[src/rtl/wb_regfile_hilo.sv]
// wb_regfile_hilo
// Write-back architectural state: 31 writable GPRs plus HI/LO, two
// combinational decode read ports with optional same-cycle WB forwarding,
// and a registered one-cycle-latency commit trace for the compare harness.
module wb_regfile_hilo #(
  parameter int WIDTH  = 32,
  parameter bit BYPASS = 1'b1
) (
  input  logic               clk,
  input  logic               rst,
  input  logic               RegWrite,
  input  logic [6:0]         WritetoRFaddr,
  input  logic [WIDTH-1:0]   WritetoRFdata,
  input  logic               HI_LO_writeenable,
  input  logic [2*WIDTH-1:0] WriteinRF_HI_LO_data,
  input  logic [31:0]        PC,
  input  logic [4:0]         raddr1,
  input  logic [4:0]         raddr2,
  output logic [WIDTH-1:0]   rdata1,
  output logic [WIDTH-1:0]   rdata2,
  output logic [WIDTH-1:0]   hi_out,
  output logic [WIDTH-1:0]   lo_out,
  output logic [31:0]        debug_wb_pc,
  output logic [3:0]         debug_wb_rf_wen,
  output logic [4:0]         debug_wb_rf_wnum,
  output logic [WIDTH-1:0]   debug_wb_rf_wdata
);

  localparam int NUM_GPR   = 32;
  localparam int NUM_PORTS = 2;

  // ------------------------------------------------------------------
  // Write qualification
  // ------------------------------------------------------------------
  // Only destinations in the low 32-entry window are GPRs; the rest of the
  // 7-bit space (CP0 and friends) is handled elsewhere and must not touch
  // this file, its bypass or its trace.
  logic             gpr_space;
  logic             gpr_we;
  logic [4:0]       gpr_idx;
  logic [WIDTH-1:0] hi_in;
  logic [WIDTH-1:0] lo_in;

  assign gpr_space = (WritetoRFaddr[6:5] == 2'b00);
  assign gpr_we    = RegWrite && gpr_space;
  assign gpr_idx   = WritetoRFaddr[4:0];
  assign hi_in     = WriteinRF_HI_LO_data[2*WIDTH-1:WIDTH];
  assign lo_in     = WriteinRF_HI_LO_data[WIDTH-1:0];

  // ------------------------------------------------------------------
  // GPR storage
  // ------------------------------------------------------------------
  // Reads are combinational with zero latency, so the file is built from
  // flops rather than a RAM with a registered read. Each register gets its
  // own write decode; entry 0 is hard-wired to zero and has no storage.
  logic [WIDTH-1:0] gpr_view [NUM_GPR];

  assign gpr_view[0] = '0;

  genvar gi;
  generate
    for (gi = 1; gi < NUM_GPR; gi++) begin : g_gpr
      logic [WIDTH-1:0] value_reg;
      logic             hit;

      assign hit = gpr_we && (gpr_idx == 5'(gi));

      // Hold the register; reset dominates a coincident write.
      always_ff @(posedge clk) begin
        if (rst) begin
          value_reg <= '0;
        end else if (hit) begin
          value_reg <= WritetoRFdata;
        end
      end

      assign gpr_view[gi] = value_reg;
    end
  endgenerate

  // ------------------------------------------------------------------
  // HI / LO storage
  // ------------------------------------------------------------------
  logic [WIDTH-1:0] hi_reg;
  logic [WIDTH-1:0] lo_reg;

  // HI/LO update is independent of the GPR write path.
  always_ff @(posedge clk) begin
    if (rst) begin
      hi_reg <= '0;
      lo_reg <= '0;
    end else if (HI_LO_writeenable) begin
      hi_reg <= hi_in;
      lo_reg <= lo_in;
    end
  end

  // ------------------------------------------------------------------
  // GPR read ports
  // ------------------------------------------------------------------
  // Ports are folded into arrays so both share one generated read path.
  logic [4:0]       raddr_arr [NUM_PORTS];
  logic [WIDTH-1:0] rdata_arr [NUM_PORTS];

  assign raddr_arr[0] = raddr1;
  assign raddr_arr[1] = raddr2;

  generate
    for (gi = 0; gi < NUM_PORTS; gi++) begin : g_rport
      logic bypass_hit;

      assign bypass_hit = BYPASS && gpr_we && (gpr_idx == raddr_arr[gi]);

      // Priority: reset, $0, forwarded WB value, stored value. Reset returns
      // zero without forwarding because the incoming write will be dropped.
      always_comb begin
        rdata_arr[gi] = gpr_view[raddr_arr[gi]];
        if (rst) begin
          rdata_arr[gi] = '0;
        end else if (raddr_arr[gi] == 5'd0) begin
          rdata_arr[gi] = '0;
        end else if (bypass_hit) begin
          rdata_arr[gi] = WritetoRFdata;
        end
      end
    end
  endgenerate

  assign rdata1 = rdata_arr[0];
  assign rdata2 = rdata_arr[1];

  // ------------------------------------------------------------------
  // HI / LO read
  // ------------------------------------------------------------------
  // Forward the incoming halves when a HI/LO write is in flight.
  always_comb begin
    hi_out = hi_reg;
    lo_out = lo_reg;
    if (rst) begin
      hi_out = '0;
      lo_out = '0;
    end else if (BYPASS && HI_LO_writeenable) begin
      hi_out = hi_in;
      lo_out = lo_in;
    end
  end

  // ------------------------------------------------------------------
  // Commit trace
  // ------------------------------------------------------------------
  logic [31:0]      trace_pc_reg;
  logic [3:0]       trace_wen_reg;
  logic [4:0]       trace_wnum_reg;
  logic [WIDTH-1:0] trace_wdata_reg;

  // wen pulses for one cycle per GPR write (including $0 writes, which are
  // traced but not stored); pc/wnum/wdata keep the last committed write.
  always_ff @(posedge clk) begin
    if (rst) begin
      trace_wen_reg   <= 4'h0;
      trace_pc_reg    <= '0;
      trace_wnum_reg  <= '0;
      trace_wdata_reg <= '0;
    end else begin
      trace_wen_reg <= gpr_we ? 4'hF : 4'h0;
      if (gpr_we) begin
        trace_pc_reg    <= PC;
        trace_wnum_reg  <= gpr_idx;
        trace_wdata_reg <= WritetoRFdata;
      end
    end
  end

  assign debug_wb_pc       = trace_pc_reg;
  assign debug_wb_rf_wen   = trace_wen_reg;
  assign debug_wb_rf_wnum  = trace_wnum_reg;
  assign debug_wb_rf_wdata = trace_wdata_reg;

endmodule

[config.mk]
export PLATFORM = sky130hd
export DESIGN_NAME = wb_regfile_hilo
export DESIGN_NICKNAME = d
export VERILOG_FILES = /design/src/rtl/wb_regfile_hilo.sv
export SDC_FILE = /design/constraint.sdc
export NUM_CORES = 2
export LEC_CHECK = 0
export BUFFER_PORTS_ARGS = -buffer_cell sky130_fd_sc_hd__clkbuf_2
export CORE_MARGIN = 1.5
export CORE_UTILIZATION = 41
export CTS_CLUSTER_SIZE = 30
export DETAILED_ROUTE_END_ITERATION = 6
export GPL_TIMING_DRIVEN = 1
export HOLD_SLACK_MARGIN = 0.06
export PLACE_DENSITY = 0.67
export SLEW_MARGIN = 40
export SYNTH_ARGS = -nofsm -noshare
export SYNTH_HDL_FRONTEND = slang
export SYNTH_SLANG_ARGS = --single-unit
[constraint.sdc]
create_clock -name clk -period 3.2 [get_ports clk]
set_input_delay 0.64 -clock clk [delete_from_list [all_inputs] [get_ports clk]]
set_output_delay 0.64 -clock clk [all_outputs]
set_load 0.02 [all_outputs]
# Word-level counts from Yosys, hierarchy flattened
# Index checks and enable logic that the tools add are counted.
word_totals:
  elab_cells: 128
  in_bits: 149
  reg_bits: 1129
  out_inout_bits: 201
classes:
  reduce_logical: 37
  n_bitwise: 2
  magnitude_cmp: 2
  n_eq_ne: 33
  n_mux: 17
ops:
  columns: ["op", "n"]
  rows:
  - ["$mux W32", 14]
  - ["$bmux W32 S5", 2]
  - ["$eq A5 B5 Y1 const B", 16]
  - ["$eq A5 B4 Y1 const B", 8]
  - ["$logic_and A1 B1 Y1", 34]
  - ["$eq A5 B3 Y1 const B", 4]
  - ["$ge A6 B6 Y1 const B", 2]
  - ["$not A5 Y6", 2]
  - ["$eq A5 B2 Y1 const B", 2]
  - ["$eq A5 B5 Y1", 2]
  - ["$logic_not A5 Y1", 2]
  - ["$eq A5 B1 Y1 const B", 1]
  - ["$mux W4", 1]
  - ["$logic_not A2 Y1", 1]

# Depth between registers and ports, before layout
depth:
  word_depth: 7
  ltp_mapped: 10

# Least setup slack after synthesis
# No wires, ideal clock.
synth_path:
  kind: "input port to output port"
  startpoint: "input port raddr2[1]"
  endpoint: "output port rdata2[11]"
  arrival_ps: 2514
  path_slack_ps: 46
  path_stages: 8
  required_time_ps: 2560
  cell_sequence: "buf_2 -> buf_2 -> buf_1 -> mux2_2 -> a22oi_1 -> nor2_1 -> o311ai_0 -> o221ai_1"
synth_between:
  elab_chain_cells: 7
  word_cells_on_any_way: 10
synth_rtl:
  columns: ["item", "line_no", "source"]
  rows:
  - ["start, declared", "18", "input logic [4:0] raddr2,"]
  - ["$not A5 Y6 (not written as such)", "117", "rdata_arr[gi] = gpr_view[raddr_arr[gi]];"]
  - ["$bmux W32 S5", "117", null]
  - ["$mux W32 (not written as such) (2 in a row)", "117", null]
  - ["$mux W32", "122", "end else if (bypass_hit) begin"]
  - ["$mux W32 *", "120", "end else if (raddr_arr[gi] == 5'd0) begin"]
  - ["$mux W32 *", "118", "if (rst) begin"]
  - ["end, declared", "20", "output logic [WIDTH-1:0] rdata2,"]
# Mark *: on every way between the ends. The rest lies on a longest branch, timed or not. The select of a mux whose other input is x is not followed.

# Worst setup path in the final report
layout_path:
  startpoint: "input port raddr2[0]"
  endpoint: "output port rdata2[7]"
# The elaborated chain is that of the path after synthesis.

==> results.py <==
metrics = {
    "pwr": {
        "sequentialPowerShare": 0.433,
        "leakage_nw": 25.4,
        "p_int_mw": 24.1,
        "p_sw_frac": 0.263,
        "p_switching_mw": 8.60,
        "power_frac_clock": 0.453,
        "power_mw": 32.7,
        "ir_worst_vdd_mv": 0.395,
        "power.density_nw_per_um2": 454,
        "p_comb_frac": 0.114,
    },
    "layout": {
        "finalInstanceArea_um2": 72100,
        "utilization": 0.532,
        "seqCellArea_um2": 22600,
        "multi_input_area_um2": 32700,
        "nFillCells": 11700,
        "largest_reg_flops": 992,
        "nNetsFinal": 7140,
        "drive_gt1_frac": 0.292,
        "syn_to_final_growth_pct": 28.7,
    },
    "timing": {
        "finalHoldViolations": 0,
        "rsz0062_at_grt": "yes",
        "fmax_mhz": 297,
        "tightest_slew_ps": 865,
        "finalSetupTns_ps": -3610,
        "skew_ps": 0,
        "setup_viol": 55,
        "worst_hold_slack_ps": 115,
        "final_max_slew_viol_count": 0,
        "min_period_ps": 3370,
        "setup_ws_ps": -171,
        "timing.slew.headroom": 0.424,
        "fin_crit_sh": 1.05,
    },
    "detailed_routing": {
        "vias_per_cell": 6.32,
        "dr.pass1.iters": 7,
        "vias": 56000,
        "drt_wl_total_um": 243000,
        "wire_per_inst_um": 27.4,
        "drtIter0Drc": 8359,
        "ant_nets": 0,
        "remaining_drc_errors": 0,
    },
    "floorplanning": {
        "fp-row-count": 135,
        "fp.dieH_um": 373,
        "ioPinCount": 350,
        "die_area_um2": 139000,
        "start_util": 0.414,
        "die_x_um": 373,
        "core_area_um2": 135000,
    },
    "clock_network": {
        "cts_max_level": 3,
        "cts_hold_buffers": 0,
        "cts_tree": "yes",
        "cts.clk_slew.worst_paths_ps": 70,
        "cts_buffers": 114,
        "cts_buffer_depth": 3,
        "insertion_delay_ps": 740,
        "cts_root_buf": "clkbuf_16",
        "cts.sinks": 1126,
    },
    "placed_design": {
        "io_buffers": 349,
        "hpwlAfterDp_um": 147000,
        "dpl_cell_area_um2": 63100,
        "place_congestion": 0.970,
    },
    "run_status": {
        "status": "complete, but fails checks",
        "violations": "negative setup slack",
    },
    "flow_run": {
        "maxCapViolations": 0,
    },
    "setup_path": {
        "path_class": "in2out",
        "critPathSlowestCell": "a2111oi_4",
        "start_kind": "input port",
        "critPathBufInv": 3,
        "arrival_ps": 2730,
        "slowest_delay_ps": 520,
        "path_cells": "buf_16, buf_4, mux4_2, mux2i_2, a2111oi_4, nor3_4, nor3_4, clkbuf_8",
        "endpoint_kind": "output port",
        "critPathRequiredTime_ps": 2560,
        "cpLargestDelayFamily": "buffers and inverters",
        "crit_top_cell": "nor3_4",
        "worstPathMaxFanout": 6,
    },
    "global_route": {
        "antenna_found_initial": 5,
        "grt_pass1_wl_um": 349000,
        "grt_usage": 0.332,
        "overflow": 0,
        "grt_pass1_vias": 53400,
        "grt_start_max_net_pins": 172,
    },
    "logic_synthesis": {
        "syn-cell-area_um2": 56000,
        "synth_common_cells": "2269 x nand2_1, 1126 x dfxtp_1, 1081 x a21oi_1",
        "synth-edff-count": 0,
        "ys_async_sr_fraction": 0,
        "synthFlopType": "dfxtp_1",
        "synth_cell_types": 55,
        "synth_top_cell_area_share": 0.402,
        "synth_area_per_cell_um2": 8.56,
        "yosys_warnings": 0,
        "synth_area_leader_cell": "dfxtp_1",
        "yosys-top-cells-area": "dfxtp_1 40%, mux4_2 17%, nand2_1 15%",
        "synth.most_common_cell": "nand2_1",
        "synth_nets": 6690,
        "ys_seq_area_frac": 0.402,
        "ys_ff_latch": 1126,
        "syn_inst": 6541,
    },
    "min_path": {
        "hp-class": "in2reg",
    },
}
-- path summary, 6_finish.rpt --
check / startpoint / end / slack (ps) / cells past startpoint
max reg2reg: hi_reg[2] / hi_reg[2] / 2290 / 2
max: raddr2[0] / rdata2[7] / -170 / 8
min reg2reg: debug_wb_rf_wdata[25] / debug_wb_rf_wdata[25] / 450 / 2
min: PC[23] / debug_wb_pc[23] / 110 / 3
-- worst min-delay path: cells and delay by family --
kind                   cells  cell delay, ps
and+or+nand+nor            1              50
AOI/OAI and AO/OA          1              50
buffers and inverters      1              80
-- cells in the final DEF (no fill, tap or decap), types with 13 or more instances in the layout --
cell and instances:
a21oi_1 1063, a21oi_2 16, a221o_1 17, a22oi_1 39, a22oi_2 13, buf_12 133
buf_16 38, buf_4 420, buf_6 77, buf_8 45, bufinv_16 19, clkbuf_1 16
clkbuf_16 124, clkbuf_2 273, clkbuf_8 29, clkinv_2 22, clkinvlp_4 13, dfxtp_1 1084
dfxtp_2 42, inv_1 33, inv_2 13, mux2_2 90, mux2i_1 201, mux4_2 421
nand2_1 2251, nand2_2 17, nand3_1 25, nor2_1 157, nor2_4 24, o221ai_2 14
o221ai_4 23, o22ai_1 55, o311ai_2 14
-- layer usage --
layer | up-vias | part of all wire | global-route usage
met5 | - | 0.00049 | 0.00419
met4 | 8 | 0.069 | 0.191
met3 | 1069 | 0.16 | 0.111
met2 | 4460 | 0.41 | 0.471
met1 | 27000 | 0.36 | 0.439
li1 | 23500 | - | -
-- cell type report --
type	instances	share of cell area
timing repair buffer	1015	0.142
tap	1781	0.0309
inverter	50	0.00274
clock inverter	67	0.0129
sequential	1126	0.313
antenna	4	0.000139
clock buffer	147	0.0438
multi-input combinational	4684	0.454
-- power by group through the flow --
stage / Clock, mW / Combinational [mW] / Sequential (mW)
finish: 14.8 / 3.72 / 14.2
global route: 15.4 / 3.76 / 14.2
CTS: 14.8 / 3.41 / 14.2
detailed placement: 0 / 2.96 / 14.5
global placement: 0 / 2.93 / 14.5
floorplan: 0 / 1.55 / 14.5
-- stage by stage --
| step | instances | setup WS, ps |
|---|---|---|
| 6_report | 8874 | -171 |
| 5_1_grt | 8871 | -156 |
| 4_1_cts | 8829 | -114 |
| 3_5_place_dp | 8537 | -820 |
| 3_3_place_gp | 8535 | -962 |
| 2_1_floorplan | 6541 | 45.9 |
-- logic make-up after synthesis --
logic type	count (synthesis)	share of synthesized area
simple gates	2577	0.178
xor+xnor	10	0.00156
compound gates	1364	0.136
buf+inv	731	0.0548
mux	733	0.227
flops	1126	0.402
-- repair_timing --
item	4_1_cts	5_1_grt
gates cloned	22	9
buffers inserted	71	45
setup endpoints to repair	64	64
pin swaps	68	59
gates resized for setup	525	251
Power figures use the tool's default switching activity.
